<file path="src/rtl/stream_demux_pkg.sv">
// Shared sizing constants for the six-channel stream demultiplexer.
package stream_demux_pkg;
  localparam int NUM_CH     = 6;
  localparam int SEL_W      = 3;
  localparam int DROP_CNT_W = 8;
endpackage

</file>
<file path="src/rtl/stream_demux_slot.sv">
// One-entry holding register for a single demux output channel.
module stream_demux_slot #(
  parameter int WIDTH = 4
) (
  input  logic             clk,
  input  logic             reset,
  input  logic             load,
  input  logic [WIDTH-1:0] load_data,
  input  logic             out_ready,
  output logic             valid,
  output logic [WIDTH-1:0] data
);
  logic             valid_q, valid_d;
  logic [WIDTH-1:0] data_q, data_d;

  // A new word wins over the drain so a transfer and an accept in the same
  // cycle keep the slot full and give one word per cycle.
  always_comb begin
    valid_d = valid_q;
    data_d  = data_q;
    if (load) begin
      valid_d = 1'b1;
      data_d  = load_data;
    end else if (valid_q && out_ready) begin
      valid_d = 1'b0;
    end
  end

  always_ff @(posedge clk) begin
    if (reset) begin
      valid_q <= 1'b0;
      data_q  <= '0;
    end else begin
      valid_q <= valid_d;
      data_q  <= data_d;
    end
  end

  assign valid = valid_q;
  assign data  = data_q;
endmodule

</file>
<file path="src/rtl/stream_demux6.sv">
// Routes one upstream stream to six per-channel slots; in_sel 6/7 drops words.
// Optional drop counter enabled with macro STREAM_DEMUX6_DROP_CNT_EN.
module stream_demux6
  import stream_demux_pkg::*;
#(
  parameter int WIDTH = 4
) (
  input  logic                  clk,
  input  logic                  reset,
  input  logic                  in_valid,
  output logic                  in_ready,
  input  logic [SEL_W-1:0]      in_sel,
  input  logic [WIDTH-1:0]      in_data,
  output logic [NUM_CH-1:0]     out_valid,
  input  logic [NUM_CH-1:0]     out_ready,
  output logic [WIDTH-1:0]      out_data0,
  output logic [WIDTH-1:0]      out_data1,
  output logic [WIDTH-1:0]      out_data2,
  output logic [WIDTH-1:0]      out_data3,
  output logic [WIDTH-1:0]      out_data4,
  output logic [WIDTH-1:0]      out_data5,
  output logic [DROP_CNT_W-1:0] drop_cnt
);
  logic [NUM_CH-1:0] slot_valid;
  logic [NUM_CH-1:0] load;
  logic [WIDTH-1:0]  slot_data [NUM_CH];
  logic              in_ready_c;
  logic              accept;

  // Ready depends only on slot state and out_ready, never on in_valid.
  always_comb begin
    in_ready_c = 1'b1;
    load       = '0;
    for (int i = 0; i < NUM_CH; i++) begin
      if (in_sel == SEL_W'(i)) in_ready_c = !slot_valid[i] || out_ready[i];
    end
    accept = in_valid && in_ready_c;
    for (int i = 0; i < NUM_CH; i++) begin
      load[i] = accept && (in_sel == SEL_W'(i));
    end
  end

  for (genvar g = 0; g < NUM_CH; g++) begin : g_slot
    stream_demux_slot #(.WIDTH(WIDTH)) u_slot (
      .clk       (clk),
      .reset     (reset),
      .load      (load[g]),
      .load_data (in_data),
      .out_ready (out_ready[g]),
      .valid     (slot_valid[g]),
      .data      (slot_data[g])
    );
  end

  assign in_ready  = in_ready_c;
  assign out_valid = slot_valid;
  assign out_data0 = slot_data[0];
  assign out_data1 = slot_data[1];
  assign out_data2 = slot_data[2];
  assign out_data3 = slot_data[3];
  assign out_data4 = slot_data[4];
  assign out_data5 = slot_data[5];

`ifdef STREAM_DEMUX6_DROP_CNT_EN
  logic                  drop;
  logic [DROP_CNT_W-1:0] drop_cnt_q, drop_cnt_d;

  function automatic logic [DROP_CNT_W-1:0] sat_inc(input logic [DROP_CNT_W-1:0] v);
    return (v == '1) ? v : v + 1'b1;
  endfunction

  always_comb begin
    drop       = accept && (in_sel >= SEL_W'(NUM_CH));
    drop_cnt_d = drop_cnt_q;
    if (drop) drop_cnt_d = sat_inc(drop_cnt_q);
  end

  always_ff @(posedge clk) begin
    if (reset) drop_cnt_q <= '0;
    else       drop_cnt_q <= drop_cnt_d;
  end

  assign drop_cnt = drop_cnt_q;
`else
  assign drop_cnt = '0;
`endif
endmodule

</file>
<file path="config.mk">
export PLATFORM = sky130hd
export DESIGN_NAME = stream_demux6
export DESIGN_NICKNAME = d
export VERILOG_FILES = /design/src/rtl/stream_demux_pkg.sv /design/src/rtl/stream_demux_slot.sv /design/src/rtl/stream_demux6.sv
export SDC_FILE = /design/constraint.sdc
export NUM_CORES = 1
export LEC_CHECK = 0
export CAP_MARGIN = 20
export CORE_AREA = 2 2 50 52
export DETAILED_ROUTE_END_ITERATION = 12
export DIE_AREA = 0 0 52 54
export DONT_BUFFER_PORTS = 1
export PLACE_DENSITY = 0.74
export SLEW_MARGIN = 20
export SYNTH_ARGS = -nofsm -noshare
export SYNTH_HDL_FRONTEND = slang
export SYNTH_HIERARCHICAL = 1
export SYNTH_SLANG_ARGS = --single-unit
</file>
<file path="constraint.sdc">
create_clock -name clk -period 1.4 [get_ports clk]
set_clock_uncertainty 0.05 [all_clocks]
set_input_delay 0.14 -clock clk [delete_from_list [all_inputs] [get_ports clk]]
set_output_delay 0.14 -clock clk [all_outputs]
set_load 0.005 [all_outputs]
</file>
# Word level (Yosys, flattened, before mapping)
# Cells that the tools add are included.
# word_totals
input_bits,16
ff_bits,30
word_cells,67
# classes
reduce_logical,32
n_mux,18
n_eq_ne,5
# op_table
op,n
2-to-1 mux 1 bit,18
logical AND 1 bit,13
nonzero test 2 bit,6
"== test 3 x 2 -> 1 bit, second input constant",2
"== test 3 bit, second input constant",2
logical NOT 1 bit,6
logical OR 1 bit,6
"== test 3 x 1 -> 1 bit, second input constant",1
logical NOT 3 bit,1

# Logic depth before layout (Yosys ltp)
# Gate-level depths: netlist (run 1).
# logic_depth
ltp_word,11
depth_mapped,8
ltp_nobuf,6

# Cells and area by module
# Netlist (run 1), hierarchy kept.
# modules_own_cells
module,cells_each,n_inst,area_each_um2
stream_demux_slot,17,6,181.4
stream_demux6,37,1,230.2

# Worst setup path after synthesis (run 1)
# No wires, ideal clock.
# synth_timing
path_kind,register -> register
from,register g_slot[1].u_slot.valid_q
to,register g_slot[0].u_slot.data_q[0]
arrival_time_ns,1.102
path_stages_with_launch,7
required_time_ns,1.236
slack_ns,0.133
cell_sequence,dfxtp_1 -> nand2_2 -> o21ai_1 -> nor4_1 -> buf_6 -> mux2i_1 -> nor2_1
# synth_between
elab_chain_len,9
# synth_rtl
item,line_no,source
start: declaration,stream_demux_slot.sv:13,"logic valid_q, valid_d;"
start signal: assignment,stream_demux_slot.sv:34,valid_q <= valid_d;
logical NOT 1 bit,stream_demux6.sv:35,if (in_sel == SEL_W'(i)) in_ready_c = !slot_valid[i] || out_ready[i];
logical OR 1 bit,stream_demux6.sv:35,
2-to-1 mux 1 bit (5 in series),stream_demux6.sv:35,
logical AND 1 bit,stream_demux6.sv:37,accept = in_valid && in_ready_c;
logical AND 1 bit,stream_demux6.sv:39,load[i] = accept && (in_sel == SEL_W'(i));
named net load[0],stream_demux6.sv:25,logic [NUM_CH-1:0] load;
end signal: assignment,stream_demux_slot.sv:35,data_q <= data_d;
end: declaration,stream_demux_slot.sv:14,"logic [WIDTH-1:0] data_q, data_d;"
# The timed path passes the listed nets, and every way through them passes these cells.
# A chain may end at the register's enable or synchronous reset.

# Worst setup path in the final report (run 1)
# layout_timing
from,register g_slot[1].u_slot.valid_q
to,register g_slot[0].u_slot.data_q[3]
# Same word-level chain as after synthesis.

==> key figures, run 1 <==
Detailed routing
  – Drt total wl: 2.90 mm
  – WL/cell: 15.2 µm
  – Met3 routed WL: 229 µm
  – TritonRoute pass-1 iters: 4
  – DRT iter0 DRCs: 17
  – Antenna viol nets, final: 0
  – Via/cell ratio: 5.18
  – Wire length on met1: 1.20 mm
  – Top routing layer used: met4
  – Routed wl met2: 1.44 mm
  – DR DRC count: 0
  – Vias: 990

Timing
  – Rel. slew slack: 33.3%
  – Setup violations, final: 3
  – Fin. max-slew vios: 0
  – Final hold vios: 0
  – Worst hold-check slack: 77.6 ps
  – Max Fclk: 713 MHz
  – Fin crit period: 1400 ps
  – Fin crit share: 100%
  – Min setup slack post-route: -3.47 ps
  – RSZ-0062 raised after global routing: yes
  – Worst-margin pin slew: 1000 ps

Logic synthesis
  – Compound-gate portion of the synthesized area: 5.98%
  – Share of the synthesized area in the top cell type: 45.5%
  – Synth warn: 6
  – EDFF count, synth: 0
  – Commonest cells post-synth: dfxtp_1 (30), nor2_1 (28), mux2i_1 (24)
  – Sequential element share of the synthesized area: 45.5%
  – Main synth FF type: dfxtp_1
  – Post-Synthesis Cells: 139
  – Most frequent cell after synthesis: dfxtp_1
  – Synth Register Bits: 30
  – Synthesized area: 0.00132 mm²
  – Synth async-reset ratio: 0%
  – Adder-cell share of the synthesized area: 0%
  – Synth unique cells: 21
  – Largest family of logic cells by synthesized area: multiplexers
  – Yosys top cell by area: dfxtp_1
  – XOR/XNOR Fraction of Synth Area: 0%
  – Simple-gate area share of the yosys netlist: 17.7%
  – Most area-consuming cells after synthesis: dfxtp_1 (46%), mux2i_1 (18%), nor2_1 (8.0%)
  – Mux contribution to synthesized area: 18.2%
  – Mean Syn Cell Area: 9.49 µm²

Power
  – Pwr dens: 951 mW/mm²
  – Pwr Total: 1.48 mW
  – Peak VDD IR: 0.899 mV
  – Leakage: 0.569 nW

GRT
  – Largest net degree at the start of global routing: 31
  – Total track usage: 21.7%
  – Vias in the first global route: 934
  – Total grt overflow: 0
  – Antenna violations before repair: 0
  – Global-route wire length before repair: 4.28 mm

Clock tree
  – TritonCTS buffer count: 5
  – H-tree lvl count: 2
  – Clock-pin slew on the worst setup and hold paths: 90 ps
  – Root Driver: clkbuf_4
  – Later-pin clock latency in the skew report: 320 ps
  – CTS tree: built
  – CTS Sinks: 30
  – Max Root-Sink Buffers: 2

Cells and area
  – Area Growth Syn to Fin: 17.6%
  – Design area: 0.00155 mm²
  – Final net count: 177
  – Fraction of layout cells with a size suffix above 1: 19.3%
  – Ant. Diodes: 0

Die
  – IO Count: 55
  – Die Y: 54 µm
  – Core area: 0.00232 mm²
  – Die Area: 0.00281 mm²
  – DIE WIDTH: 52 µm
  – Std cell rows: 18
  – Initial Utilization: 56.9%

Placed design
  – Placed Area: 0.00132 mm²
  – Port buffer count: 0
  – Dpl ws: -109 ps
  – Routability cong.: 0.767
  – Detailed placement HPWL: 1.87 mm

Setup path
  – CP Max Fanout: 5
  – CP Capture Type: register
  – Critical Path RT: 1520 ps
  – Critical setup path kind: reg2reg
  – Startpoint Class: register
  – Worst EP arrival: 1520 ps
  – R2R Setup Slk: -3 ps

Run status
  – Status: finished with violations
  – Violated checks: setup timing

Hold path
  – Hold Path Class: in2reg

Flow run
  – Max-cap violations: 0
report_power, final:
group,total (mW),switching [mW],leakage [nW],internal [mW]
clock network,0.448,0.259,0.0254,0.189
logic,0.141,0.0730,0.299,0.0681
registers,0.887,0.0146,0.244,0.872
total,1.48,0.346,0.569,1.13
repair_timing:
action	in CTS	in global routing
pin swaps	1	5
endpoints found under the setup margin	6	27
hold buffers	11	0
cloned	0	0
buffers inserted	0	2
endpoints found under the hold margin	30	0
gates resized for setup	5	10
cell type report:
class	count	area [µm²]
Tap cell	30	37.5
Inverter	6	22.5
Multi-Input combinational cell	95	639
Sequential cell	30	604
Clock buffer	7	45.0
Fill cell	192	768
Timing Repair Buffer	23	203
through the flow:
| stage | instances | TNS, ps | util (%) |
|---|---|---|---|
| global placement | 171 | -157 | 56.9 |
| global route | 191 | -418 | 66.9 |
| CTS | 189 | -4.53 | 64.4 |
| floorplan | 146 | 0 | - |
| detailed placement | 171 | -384 | 56.9 |
| finish | 191 | -7.94 | 66.9 |
registers in the layout, summed over array words and instances, names as in the netlist:
register             flops
g_slot.u_slot/data      24
g_slot.u_slot/valid      6
worst paths after layout:
check                          from                       end  cells past startpoint
max          g_slot[1].u_slot/valid  g_slot[0].u_slot/data[3]                      6
max reg2reg  g_slot[1].u_slot/valid  g_slot[0].u_slot/data[3]                      6
min reg2reg  g_slot[3].u_slot/valid    g_slot[3].u_slot/valid                      2
min                       in_sel[2]    g_slot[1].u_slot/valid                      4
critical path, stage by stage, from the launching register on:
cell	delay [ps]
dfxtp_2	330
nand2_2	70
o21ai_2	70
nor4_2	280
buf_4	210
mux2i_1	180
nor2_1	50
cells in the final DEF, fill, tap and decap left out:
| master | synthesis | layout |
|---|---|---|
| nor2_1 | 28 | 28 |
| dfxtp_1 | 30 | 27 |
| mux2i_1 | 24 | 24 |
| buf_4 | 8 | 12 |
| dlygate4sd3_1 | 0 | 10 |
| nand2b_1 | 9 | 9 |
| conb_1 | 1 | 8 |
| inv_1 | 6 | 6 |
| a21oi_1 | 6 | 6 |
| clkbuf_4 | 0 | 5 |
| nand2_1 | 3 | 3 |
| dfxtp_2 | 0 | 3 |
| nor3_2 | 0 | 2 |
| nor4_2 | 0 | 2 |
| clkbuf_1 | 0 | 2 |
| a21o_1 | 1 | 1 |
| nor2b_1 | 2 | 1 |
| nand3_1 | 2 | 1 |
| nor2b_4 | 0 | 1 |
| nand3_2 | 0 | 1 |
| o211ai_1 | 1 | 1 |
| nand2_2 | 1 | 1 |
| a2bb2oi_2 | 0 | 1 |
| nor3_1 | 4 | 1 |
| a211oi_2 | 1 | 1 |
| o21ai_2 | 0 | 1 |
| a211oi_1 | 1 | 1 |
| nor3_4 | 0 | 1 |
| dlymetal6s4s_1 | 0 | 1 |
logic make-up after synthesis:
family,after synthesis
AOI/OAI and AO/OA,12
DFF,30
and+or+nand+nor,51
buffers and inverters,21
muxes,24
other,1
layer usage:
layer  track usage (%)  vias up
li1                  -      487
met1              24.4      459
met2              35.7       39
met3              10.6        5
met4              7.89        0
met5                 0        -
(Power assumes the default switching activity.)
==> run 2: changes to the inputs <==
--- a/config.mk
+++ b/config.mk
@@ -6,13 +6,12 @@
 export NUM_CORES = 1
 export LEC_CHECK = 0
 export CAP_MARGIN = 20
-export CORE_AREA = 2 2 50 52
+export CORE_AREA = 2 2 51 53
 export DETAILED_ROUTE_END_ITERATION = 12
-export DIE_AREA = 0 0 52 54
+export DIE_AREA = 0 0 53 55
 export DONT_BUFFER_PORTS = 1
-export PLACE_DENSITY = 0.74
+export PLACE_DENSITY = 0.72
 export SLEW_MARGIN = 20
 export SYNTH_ARGS = -nofsm -noshare
 export SYNTH_HDL_FRONTEND = slang
-export SYNTH_HIERARCHICAL = 1
 export SYNTH_SLANG_ARGS = --single-unit
==> run 2 against run 1 <==
  * Global-route usage is 1.7 points lower
  * Combinational power is 16% lower
  * The flow still finishes with violations (setup timing)
  * Setup slack worse by 130 ps
  * Critical endpoint is now in_ready
  * Sequential share of layout area is 3.0 points higher
  * Final cell count is 13% lower
  * Highest routed layer unchanged
  * Clock-buffer cell count stayed put
==> key figures, run 2 <==
Run status
  – Status: finished with violations
  – Violated checks: setup timing

Logic synthesis
  – Synth Register Bits: 30 (unchanged)
  – Synth warn: 0 (-6)
  – Commonest cells post-synth: dfxtp_1 (30), nor2_1 (27), mux2i_1 (24)
  – Compound-gate portion of the synthesized area: 4.43% (-1.6 points)
  – Simple-gate area share of the yosys netlist: 20.8% (+3.1 points)
  – XOR/XNOR Fraction of Synth Area: 0% (unchanged)
  – Mean Syn Cell Area: 10.1 µm² (+6.1%)
  – Most frequent cell after synthesis: dfxtp_1
  – Synthesized area: 0.00133 mm² (+0.76%)
  – Post-Synthesis Cells: 132 (-5.0%)
  – Sequential element share of the synthesized area: 45.2% (-0.34 points)
  – EDFF count, synth: 0 (unchanged)
  – Yosys top cell by area: dfxtp_1
  – Mux contribution to synthesized area: 18.1% (-0.14 points)
  – Most area-consuming cells after synthesis: dfxtp_1 (45%), mux2i_1 (18%), buf_4 (8.5%)
  – Share of the synthesized area in the top cell type: 45.2% (-0.34 points)
  – Main synth FF type: dfxtp_1
  – Synth async-reset ratio: 0% (unchanged)
  – Largest family of logic cells by synthesized area: simple AND/OR/NAND/NOR gates
  – Synth unique cells: 26 (+24%)
  – Adder-cell share of the synthesized area: 0% (unchanged)

Timing
  – Rel. slew slack: 29.1% (-4.2 points)
  – Min setup slack post-route: -131 ps (-128 ps)
  – Worst-margin pin slew: 1060 ps (+59.4 ps)
  – Setup violations, final: 7 (+4)
  – Final hold vios: 0 (unchanged)
  – RSZ-0062 raised after global routing: yes
  – Setup TNS Final: -409 ps (-401 ps)
  – Fin crit share: 109% (+9.1 points)
  – Fin. max-slew vios: 0 (unchanged)
  – Fin crit period: 1530 ps (+128 ps)
  – Max Fclk: 653 MHz (-8.3%)

Cells and area
  – # fillers: 218 (+14%)
  – Final net count: 152 (-14%)
  – Area Growth Syn to Fin: 8.38%
  – Fraction of layout cells with a size suffix above 1: 18.2% (-1.0 points)
  – Max FFs per register: 24 (unchanged)
  – Commonest cells after routing, fill and taps aside: nor2_1 (27), dfxtp_1 (27), mux2i_1 (24)
  – Ant. Diodes: 0 (unchanged)
  – Footprint of the multi-input gates: 638 µm² (-0.20%)
  – FF+latch area: 604 µm² (unchanged)
  – Design area: 0.00144 mm² (-7.2%)

Setup path
  – Worst EP arrival: 1340 ps (-180 ps)
  – Critical Path RT: 1210 ps (-310 ps)
  – Critical setup path kind: reg2out
  – Max stage delay on crit path: 350 ps (+20 ps)
  – CP max-delay cell: dfxtp_2
  – Cell chain of the critical path: nor4bb_4, a31oi_1, o221ai_1, a21oi_2
  – CP Max Fanout: 3 (-2)
  – CP Capture Type: primary output
  – Startpoint Class: register

Clock tree
  – CTS tree: built
  – Clock-pin slew on the worst setup and hold paths: 90 ps (about the same)
  – Max Root-Sink Buffers: 2 (unchanged)
  – Root Driver: clkbuf_4
  – Later-pin clock latency in the skew report: 320 ps (about the same)
  – CTS Sinks: 30 (unchanged)
  – TritonCTS buffer count: 5 (unchanged)
  – H-tree lvl count: 2 (unchanged)

GRT
  – Total grt overflow: 0 (unchanged)
  – Vias in the first global route: 778 (-17%)
  – Total track usage: 20.0% (-1.7 points)
  – Global-route wire length before repair: 3.84 mm (-10%)
  – Antenna violations before repair: 0 (unchanged)
  – Largest net degree at the start of global routing: 31 (unchanged)

Detailed routing
  – DR DRC count: 0 (unchanged)
  – Via/cell ratio: 5.30 (+2.2%)
  – Antenna viol nets, final: 0 (unchanged)
  – Vias: 885 (-11%)
  – Drt total wl: 2.71 mm (-6.9%)
  – WL/cell: 16.2 µm (+6.5%)
  – TritonRoute pass-1 iters: 4 (unchanged)
  – DRT iter0 DRCs: 14 (-3)

Flow run
  – Max-cap violations: 0 (unchanged)

Die
  – IO Count: 55 (unchanged)
  – Core area: 0.00236 mm² (+1.9%)
  – Die Y: 55 µm (+1.9%)
  – Std cell rows: 18 (unchanged)
  – Initial Utilization: 56.2% (-0.66 points)
  – DIE WIDTH: 53 µm (+1.9%)
  – Die Area: 0.00292 mm² (+3.8%)

Power
  – Peak VDD IR: 0.719 mV (-20%)
  – Pwr dens: 1070 mW/mm² (+13%)
  – Leakage: 0.642 nW (+13%)
  – Pwr Total: 1.54 mW (+4.4%)

Placed design
  – Port buffer count: 0 (unchanged)
  – Placed Area: 0.00126 mm² (-4.1%)
  – Detailed placement HPWL: 1.92 mm (+2.6%)
  – Routability cong.: 0.679 (-11%)

Hold path
  – Hold Path Class: in2reg
-- run 2: cell types whose count changed after synthesis, moves of 3 or more --
cell / before / now
buf_6: 7 / 1
nand2b_1: 9 / 4
buf_4: 8 / 15
clkbuf_1: 0 / 3
inv_1: 6 / 2
nor3_1: 4 / 0
nand4_2: 0 / 3
-- run 2: layout make-up --
cell class	instances	share of cell area, %
Multi-Input combinational cell	87	44.3
Clock inverter	1	0.348
Inverter	3	0.956
Tap cell	30	2.61
Timing Repair Buffer	9	5.99
Sequential cell	30	42.0
Clock buffer	7	3.82
-- run 2: metrics by stage --
stage	setup slack (ps)	hold WS, ps	instances	util, %
after detailed placement	21.6	164	151	53.5
after global routing	-198	11.7	167	60.9
after global placement	78.2	162	151	53.5
final	-131	12.1	167	60.9
after CTS	-99.0	-206	160	56.8
after floorplan	151	234	139	-
-- run 2: worst paths after layout --
path	start	endpoint	slack (ps)	depth (start not counted)
min reg2reg	g_slot[0].u_slot.data[2]	g_slot[0].u_slot.data[2]	480	2
min	out_ready[2]	g_slot[2].u_slot.valid	10	2
max reg2reg	g_slot[1].u_slot.valid	g_slot[1].u_slot.data[2]	-80	6
max	g_slot[2].u_slot.valid	in_ready	-130	4
-- run 2: power breakdown --
part / internal (mW) / total [mW] / leakage, nW / switching [mW]
Combinational: 0.0528 / 0.119 / 0.362 / 0.0666
Clock: 0.243 / 0.534 / 0.0353 / 0.291
Sequential: 0.872 / 0.887 / 0.244 / 0.0148
Total: 1.17 / 1.54 / 0.642 / 0.372
-- run 2: logic make-up (layout without fill, tap and decap cells) --
group / count (synthesis) / in the layout
AOI/OAI and AO/OA: 10 / 10
buffers and inverters: 22 / 20
DFF: 30 / 30
muxes: 24 / 24
other: 1 / 8
and+or+nand+nor: 45 / 45
-- run 2: worst max-delay path: cells and delay by family (launching register included) --
kind	cells	cell delay (ps)
AND/OR/NAND/NOR	1	150
flip-flops	1	350
AO/OA/AOI/OAI	3	530
-- run 2: per-layer routing --
layer  track usage (%)  part of all wire, %  vias to the layer above
met4              8.97                  1.1                        0
met1              22.6                   38                      414
met5                 0                    0                        -
li1                  -                    -                      432
met2              32.1                   53                       35
met3              9.68                  7.8                        4
-- run 2: timing repair --
item / 4_1_cts / 5_1_grt
pin swaps: 4 / 3
setup endpoints to repair: 1 / 7
buffers inserted: 1 / 1
endpoints found under the hold margin: 30 / 30
resized for setup: 5 / 5
